<file path="config.mk">
export PLATFORM = sky130hd
export DESIGN_NAME = hmmm_mc_core
export DESIGN_NICKNAME = d
export VERILOG_FILES = /design/src/rtl/hmmm_pkg.sv /design/src/rtl/hmmm_regfile.sv /design/src/rtl/hmmm_mc_core.sv
export SDC_FILE = /design/constraint.sdc
export NUM_CORES = 1
export LEC_CHECK = 0
export ABC_AREA = 0
export BUFFER_PORTS_ARGS = -buffer_cell sky130_fd_sc_hd__buf_4
export CORE_ASPECT_RATIO = 2
export CORE_UTILIZATION = 60
export DETAILED_ROUTE_END_ITERATION = 8
export GPL_ROUTABILITY_DRIVEN = 1
export GPL_TIMING_DRIVEN = 0
export MAX_ROUTING_LAYER = met4
export PLACE_DENSITY = 0.81
export SLEW_MARGIN = 20
export SYNTH_ARGS = -nofsm -noshare
export SYNTH_HDL_FRONTEND = slang
export SYNTH_SLANG_ARGS = --single-unit
</file>
<file path="constraint.sdc">
create_clock -name clk -period 11 [get_ports clk]
set_input_delay 1.1 -clock clk [delete_from_list [all_inputs] [get_ports clk]]
set_output_delay 1.1 -clock clk [all_outputs]
set_load 0.05 [all_outputs]
</file>
<file path="src/rtl/hmmm_pkg.sv">
// Shared ISA definitions for the multicycle HMMM core: opcodes, instruction
// field positions and FSM state encodings.
package hmmm_pkg;

  localparam int INSTR_W = 16;

  localparam int OP_MSB  = 15;
  localparam int OP_LSB  = 12;
  localparam int RD_MSB  = 11;
  localparam int RD_LSB  = 9;
  localparam int RA_MSB  = 8;
  localparam int RA_LSB  = 6;
  localparam int RB_MSB  = 5;
  localparam int RB_LSB  = 3;
  localparam int IMM_MSB = 7;
  localparam int IMM_LSB = 0;

  typedef enum logic [3:0] {
    OP_HALT   = 4'h0,
    OP_SETN   = 4'h1,
    OP_ADDN   = 4'h2,
    OP_COPY   = 4'h3,
    OP_ADD    = 4'h4,
    OP_SUB    = 4'h5,
    OP_LOADR  = 4'h6,
    OP_STORER = 4'h7,
    OP_LOADN  = 4'h8,
    OP_STOREN = 4'h9,
    OP_JUMPN  = 4'hA,
    OP_JUMPR  = 4'hB,
    OP_JEQZN  = 4'hC,
    OP_JNEZN  = 4'hD,
    OP_JGTZN  = 4'hE,
    OP_JLTZN  = 4'hF
  } opcode_e;

  typedef logic [1:0] state_t;
  localparam logic [1:0] ST_FETCH = 2'd0;
  localparam logic [1:0] ST_EXEC  = 2'd1;
  localparam logic [1:0] ST_MEM   = 2'd2;
  localparam logic [1:0] ST_HALT  = 2'd3;

  function automatic logic op_is_load(input opcode_e op);
    return (op == OP_LOADR) || (op == OP_LOADN);
  endfunction

  function automatic logic op_is_store(input opcode_e op);
    return (op == OP_STORER) || (op == OP_STOREN);
  endfunction

  function automatic logic op_is_mem(input opcode_e op);
    return op_is_load(op) || op_is_store(op);
  endfunction

endpackage

</file>
<file path="src/rtl/hmmm_regfile.sv">
// 8-entry register file, two async read ports and one write port; r0 reads
// as zero and silently drops writes.
module hmmm_regfile #(
  parameter int DATA_W = 8
) (
  input  logic              clk,
  input  logic              reset,
  input  logic [2:0]        ra_addr_i,
  output logic [DATA_W-1:0] ra_data_o,
  input  logic [2:0]        rb_addr_i,
  output logic [DATA_W-1:0] rb_data_o,
  input  logic              we_i,
  input  logic [2:0]        waddr_i,
  input  logic [DATA_W-1:0] wdata_i
);

  logic [DATA_W-1:0] regs_q [8];

  always_ff @(posedge clk or posedge reset) begin
    if (reset) begin
      for (int i = 0; i < 8; i++) regs_q[i] <= '0;
    end else if (we_i && (waddr_i != 3'd0)) begin
      regs_q[waddr_i] <= wdata_i;
    end
  end

  assign ra_data_o = (ra_addr_i == 3'd0) ? '0 : regs_q[ra_addr_i];
  assign rb_data_o = (rb_addr_i == 3'd0) ? '0 : regs_q[rb_addr_i];

endmodule

</file>
<file path="src/rtl/hmmm_mc_core.sv">
// Multicycle HMMM core on one shared req/ready memory port: 2 cycles ALU/branch, 3 load/store, +1 per wait.
// Define HMMM_INSTRET_EN to build the retired-instruction counter; otherwise instret is tied to 0.
module hmmm_mc_core
  import hmmm_pkg::*;
#(
  parameter int DATA_W = 8,
  parameter int ADDR_W = 8,
  parameter int MEM_W  = 16
) (
  input  logic              clk,
  input  logic              reset,
  output logic              mem_req,
  output logic              mem_we,
  output logic [ADDR_W-1:0] mem_addr,
  output logic [MEM_W-1:0]  mem_wdata,
  input  logic [MEM_W-1:0]  mem_rdata,
  input  logic              mem_ready,
  output logic              halted,
  output logic [ADDR_W-1:0] pc,
  output logic [31:0]       instret
);

  state_t               state_q, state_d;
  logic [ADDR_W-1:0]    pc_q, pc_d;
  logic [INSTR_W-1:0]   instr_q, instr_d;

  opcode_e              op;
  logic [2:0]           rd, ra, rb;
  logic [7:0]           imm8;

  assign op   = opcode_e'(instr_q[OP_MSB:OP_LSB]);
  assign rd   = instr_q[RD_MSB:RD_LSB];
  assign ra   = instr_q[RA_MSB:RA_LSB];
  assign rb   = instr_q[RB_MSB:RB_LSB];
  assign imm8 = instr_q[IMM_MSB:IMM_LSB];

  // Port 1 carries ra for register-sourced ops and rd otherwise (ADDN, branches,
  // JUMPR); port 2 carries rb for ADD/SUB and rd otherwise (store data).
  logic [2:0]        rs1_sel, rs2_sel;
  logic [DATA_W-1:0] rs1, rs2;

  assign rs1_sel = (op inside {OP_COPY, OP_ADD, OP_SUB, OP_LOADR, OP_STORER}) ? ra : rd;
  assign rs2_sel = (op inside {OP_ADD, OP_SUB}) ? rb : rd;

  logic              rf_we;
  logic [DATA_W-1:0] rf_wdata, alu_res;

  hmmm_regfile #(.DATA_W(DATA_W)) u_regfile (
    .clk       (clk),
    .reset     (reset),
    .ra_addr_i (rs1_sel),
    .ra_data_o (rs1),
    .rb_addr_i (rs2_sel),
    .rb_data_o (rs2),
    .we_i      (rf_we),
    .waddr_i   (rd),
    .wdata_i   (rf_wdata)
  );

  logic [DATA_W-1:0] imm_s;
  logic [ADDR_W-1:0] imm_a, rs1_a, data_addr;
  logic              rd_zero, rd_neg;

  assign imm_s     = DATA_W'($signed(imm8));
  assign imm_a     = ADDR_W'(imm8);
  assign rs1_a     = ADDR_W'(rs1);
  assign data_addr = (op inside {OP_LOADR, OP_STORER}) ? rs1_a : imm_a;
  assign rd_zero   = (rs1 == '0);
  assign rd_neg    = rs1[DATA_W-1];

  always_comb begin
    alu_res = rs1;
    case (op)
      OP_SETN: alu_res = imm_s;
      OP_ADDN: alu_res = rs1 + imm_s;
      OP_ADD:  alu_res = rs1 + rs2;
      OP_SUB:  alu_res = rs1 - rs2;
      default: alu_res = rs1;
    endcase
  end

  // Loads write back on the ready edge, so the MEM address is still intact
  // even when rd aliases the address register.
  assign rf_we = ((state_q == ST_EXEC) && (op inside {OP_SETN, OP_ADDN, OP_COPY, OP_ADD, OP_SUB}))
              || ((state_q == ST_MEM) && mem_ready && op_is_load(op));
  assign rf_wdata = (state_q == ST_MEM) ? mem_rdata[DATA_W-1:0] : alu_res;

  always_comb begin
    state_d = state_q;
    pc_d    = pc_q;
    instr_d = instr_q;
    case (state_q)
      ST_FETCH: begin
        if (mem_ready) begin
          instr_d = INSTR_W'(mem_rdata);
          pc_d    = pc_q + ADDR_W'(1);
          state_d = ST_EXEC;
        end
      end
      ST_EXEC: begin
        state_d = ST_FETCH;
        case (op)
          OP_HALT:  state_d = ST_HALT;
          OP_LOADR, OP_STORER, OP_LOADN, OP_STOREN: state_d = ST_MEM;
          OP_JUMPN: pc_d = imm_a;
          OP_JUMPR: pc_d = rs1_a;
          OP_JEQZN: if (rd_zero)            pc_d = imm_a;
          OP_JNEZN: if (!rd_zero)           pc_d = imm_a;
          OP_JGTZN: if (!rd_zero && !rd_neg) pc_d = imm_a;
          OP_JLTZN: if (rd_neg)             pc_d = imm_a;
          default: ;
        endcase
      end
      ST_MEM: begin
        if (mem_ready) state_d = ST_FETCH;
      end
      default: state_d = ST_HALT;
    endcase
  end

  always_ff @(posedge clk or posedge reset) begin
    if (reset) begin
      state_q <= ST_FETCH;
      pc_q    <= '0;
      instr_q <= '0;
    end else begin
      state_q <= state_d;
      pc_q    <= pc_d;
      instr_q <= instr_d;
    end
  end

  // Gated by reset so an in-flight request drops without waiting for a clock.
  assign mem_req   = !reset && ((state_q == ST_FETCH) || (state_q == ST_MEM));
  assign mem_we    = !reset && (state_q == ST_MEM) && op_is_store(op);
  assign mem_addr  = (state_q == ST_FETCH) ? pc_q : data_addr;
  assign mem_wdata = MEM_W'(rs2);
  assign halted    = !reset && (state_q == ST_HALT);
  assign pc        = pc_q;

`ifdef HMMM_INSTRET_EN
  logic        retire;
  logic [31:0] instret_q;

  assign retire = ((state_q == ST_EXEC) && !op_is_mem(op))
               || ((state_q == ST_MEM) && mem_ready);

  always_ff @(posedge clk or posedge reset) begin
    if (reset)       instret_q <= '0;
    else if (retire) instret_q <= instret_q + 32'd1;
  end

  assign instret = instret_q;
`else
  assign instret = '0;
`endif

endmodule

</file>
==> impl_metrics.json <==
{
  "status": "finished, final reports clean",
  "finalWorstSetupSlack_ns": 4.61,
  "hp-class": "reg -> reg",
  "final_common_cell": "buf_4",
  "clock_sinks": 85,
  "cp_cell_sequence": "buf_2 -> nor3b_1 -> buf_4 -> mux2i_1 -> buf_2 -> buf_1 -> nand2_1 -> a31oi_1 -> o21ai_0 -> ha_1 -> mux2i_1 -> a21oi_1 -> inv_1 -> ha_1 -> nor2b_1 -> o21ai_0 -> nand2b_1 -> a21o_1 -> a21o_1 -> xor2_1 -> a22oi_1 -> a31oi_1 -> mux2_2",
  "clkTransAtPathRegs_ns": 0.07,
  "fmax_ghz": 0.157,
  "initial_core_util": 0.623,
  "fin_cells": 982,
  "layout.nets": 870,
  "period_needed_ns": 6.39,
  "slowest_delay_ns": 0.72,
  "ys.warnings.count": 0,
  "hpwl_um": 16900,
  "path_max_fanout": 10,
  "gp_congestion": 1.00,
  "reg2regPathDepth": 23,
  "grt.total_usage": 0.401,
  "whs_path_depth": 1,
  "area.growth.synth_to_final_pct": 14.9,
  "diodes": 0,
  "floorplan.die_area_um2": 11500,
  "cts_buffer_depth": 2,
  "drtIter0Drc": 473,
  "ys_seq_elements": 85,
  "place_area_um2": 7290,
  "yosys_most_used_dff": "dfrtp_1",
  "reg2reg_from": "instr_q[14]",
  "yosysSeqAreaShare": 0.322,
  "cp.required_ns": 11.28,
  "finalClockSkew_ns": 0.0112,
  "synthTopCellsByArea": "dfrtp_1 32%, mux2_2 11%, buf_4 5.1%",
  "postCtsSetupBuffers": 0,
  "clock_tree.root_cell": "clkbuf_16",
  "hold_end": "u_regfile.regs_q[60]",
  "grt_pass1_wl_um": 33500,
  "slew-limit-headroom": 0.336,
  "rsz0062_at_grt": "false",
  "cts_hold_buffers": 0,
  "num_vias": 6272,
  "antenna_found_initial": 0,
  "r2r_end": "u_regfile.regs_q[13]",
  "setup_violations": 0,
  "timing.max_cap.violations": 0,
  "most-common-layout-cells": "90 x buf_4, 89 x nand2_1, 85 x dfrtp_1, 64 x mux2_2, 51 x nor2_1",
  "maxSlewViolCount": 0,
  "critPathKind": "reg -> reg",
  "netlist_instances": 744,
  "die_h_um": 150,
  "reg2reg_slack_ns": 4.61,
  "hold_viol": 0,
  "drt-wirelength-per-cell_um": 22.3,
  "min_period_over_period": 0.581,
  "synthDistinctLibCells": 80,
  "dr.pass1.iters": 6,
  "portBuffers": 45,
  "hp-start": "u_regfile.regs_q[60]",
  "cts_tree": "yes",
  "syn_area_um2": 6610,
  "clk_latency_ns": 0.35,
  "wirelength_um": 21900,
  "overflow": 0,
  "cp-end-kind": "flip-flop",
  "avgSynthCellArea_um2": 8.89,
  "cts_max_level": 3,
  "netlist.area_leader.share": 0.322,
  "place_inst": 966,
  "drcViolationCount": 0,
  "avgViaCountPerCell": 6.39,
  "ys_async_sr_fraction": 1.00,
  "final_cell_area_um2": 7600,
  "finalSetupTns_ns": 0,
  "fp-row-count": 53,
  "ios": 86,
  "numCtsBuffers": 9,
  "drive_gt1_frac": 0.259,
  "worst_setup_path_start_kind": "flip-flop",
  "post_cts_resized": 0,
  "first_global_vias": 6379,
  "core_um2": 10600,
  "fp.dieW_um": 76.2,
  "tightest_slew_ns": 0.989,
  "synth_area_leader_cell": "dfrtp_1",
  "synth_edf_count": 0,
  "critPathArrivalTime_ns": 6.67,
  "grt_max_degree": 46,
  "pre_cts_ws_ns": 4.89,
  "antenna_left": 0,
  "worst_path_max_delay_cell": "mux2i_1"
}
-- critical path, delay by kind of cell, from the launching register on --
kind | cells | cell delay (ns)
adders and majority gates | 2 | 0.64
and+or+nand+nor | 4 | 0.57
AOI/OAI and AO/OA | 8 | 2.12
DFF | 1 | 0.41
muxes | 3 | 1.07
xor gates and xnor gates | 1 | 0.16
buffers and inverters | 5 | 1.34
-- final cells by class --
cell class,instances,area (µm²)
Inverter,26,100
Sequential cell,85,2130
Clock inverter,7,76.3
Multi-Input combinational cell,580,3980
Fill cell,831,3010
Tap cell,137,171
Clock buffer,9,225
Timing Repair Buffer,46,358
Buffer,92,562
-- metrics by stage --
step / utilization / hold WS [ns]
detailed placement: 0.687 / 0.468
floorplan: - / 0.429
global route: 0.716 / 0.488
CTS: 0.715 / 0.486
global placement: 0.685 / 0.443
finish: 0.716 / 0.488
-- cells by family (layout without fill, tap and decap cells) --
family / after synthesis / after routing / synth area share
compound gates: 171 / 171 / 0.182
xor+xnor: 15 / 15 / 0.0199
other cells: 1 / 40 / 0.000567
simple gates: 240 / 240 / 0.175
buf+inv: 118 / 180 / 0.0997
flops: 85 / 85 / 0.322
mux: 103 / 103 / 0.179
fa+ha+maj: 11 / 11 / 0.0220
-- layer usage --
metal | wire (µm) | vias to the layer above | share of wire | track usage
met5 | 0 | - | 0 | -
met4 | 1840 | 0 | 0.084 | 0.351
met3 | 1370 | 142 | 0.063 | 0.0539
met2 | 11600 | 387 | 0.53 | 0.718
met1 | 7060 | 2940 | 0.32 | 0.370
li1 | - | 2803 | - | -
-- registers in the layout (all words and copies together), names as in the netlist --
signal,flops
u_regfile.regs_q,59
state_q,2
pc,8
instr_q,16
-- how the worst max path moves through the flow --
stage	start	endpoint	slack, ns	cells after the start
after floorplan	instr_q[14]	u_regfile.regs_q[23]	5.06	26
after global placement	instr_q[14]	u_regfile.regs_q[7]	5.01	26
after detailed placement	instr_q[14]	u_regfile.regs_q[7]	4.89	24
after CTS	instr_q[14]	u_regfile.regs_q[7]	4.85	24
after global routing	instr_q[14]	u_regfile.regs_q[35]	4.40	24
final	instr_q[14]	u_regfile.regs_q[13]	4.61	23
-- synth_stat cells (5+ instances only) --
cell type / instances
a2111oi_0: 6
a21o_1: 7
a21oi_1: 38
a221oi_1: 5
a31oi_1: 9
and3_1: 18
buf_2: 8
buf_4: 45
buf_6: 5
clkbuf_1: 30
dfrtp_1: 85
ha_1: 10
inv_1: 26
mux2_1: 7
mux2_2: 64
mux2i_1: 24
nand2_1: 89
nand3_1: 22
nand4_1: 5
nor2_1: 51
nor3_1: 22
o21ai_0: 46
xnor2_1: 8
xor2_1: 7
Power is not shown: default switching activity piles up to over one toggle a cycle in this logic, so the estimate is an artifact.
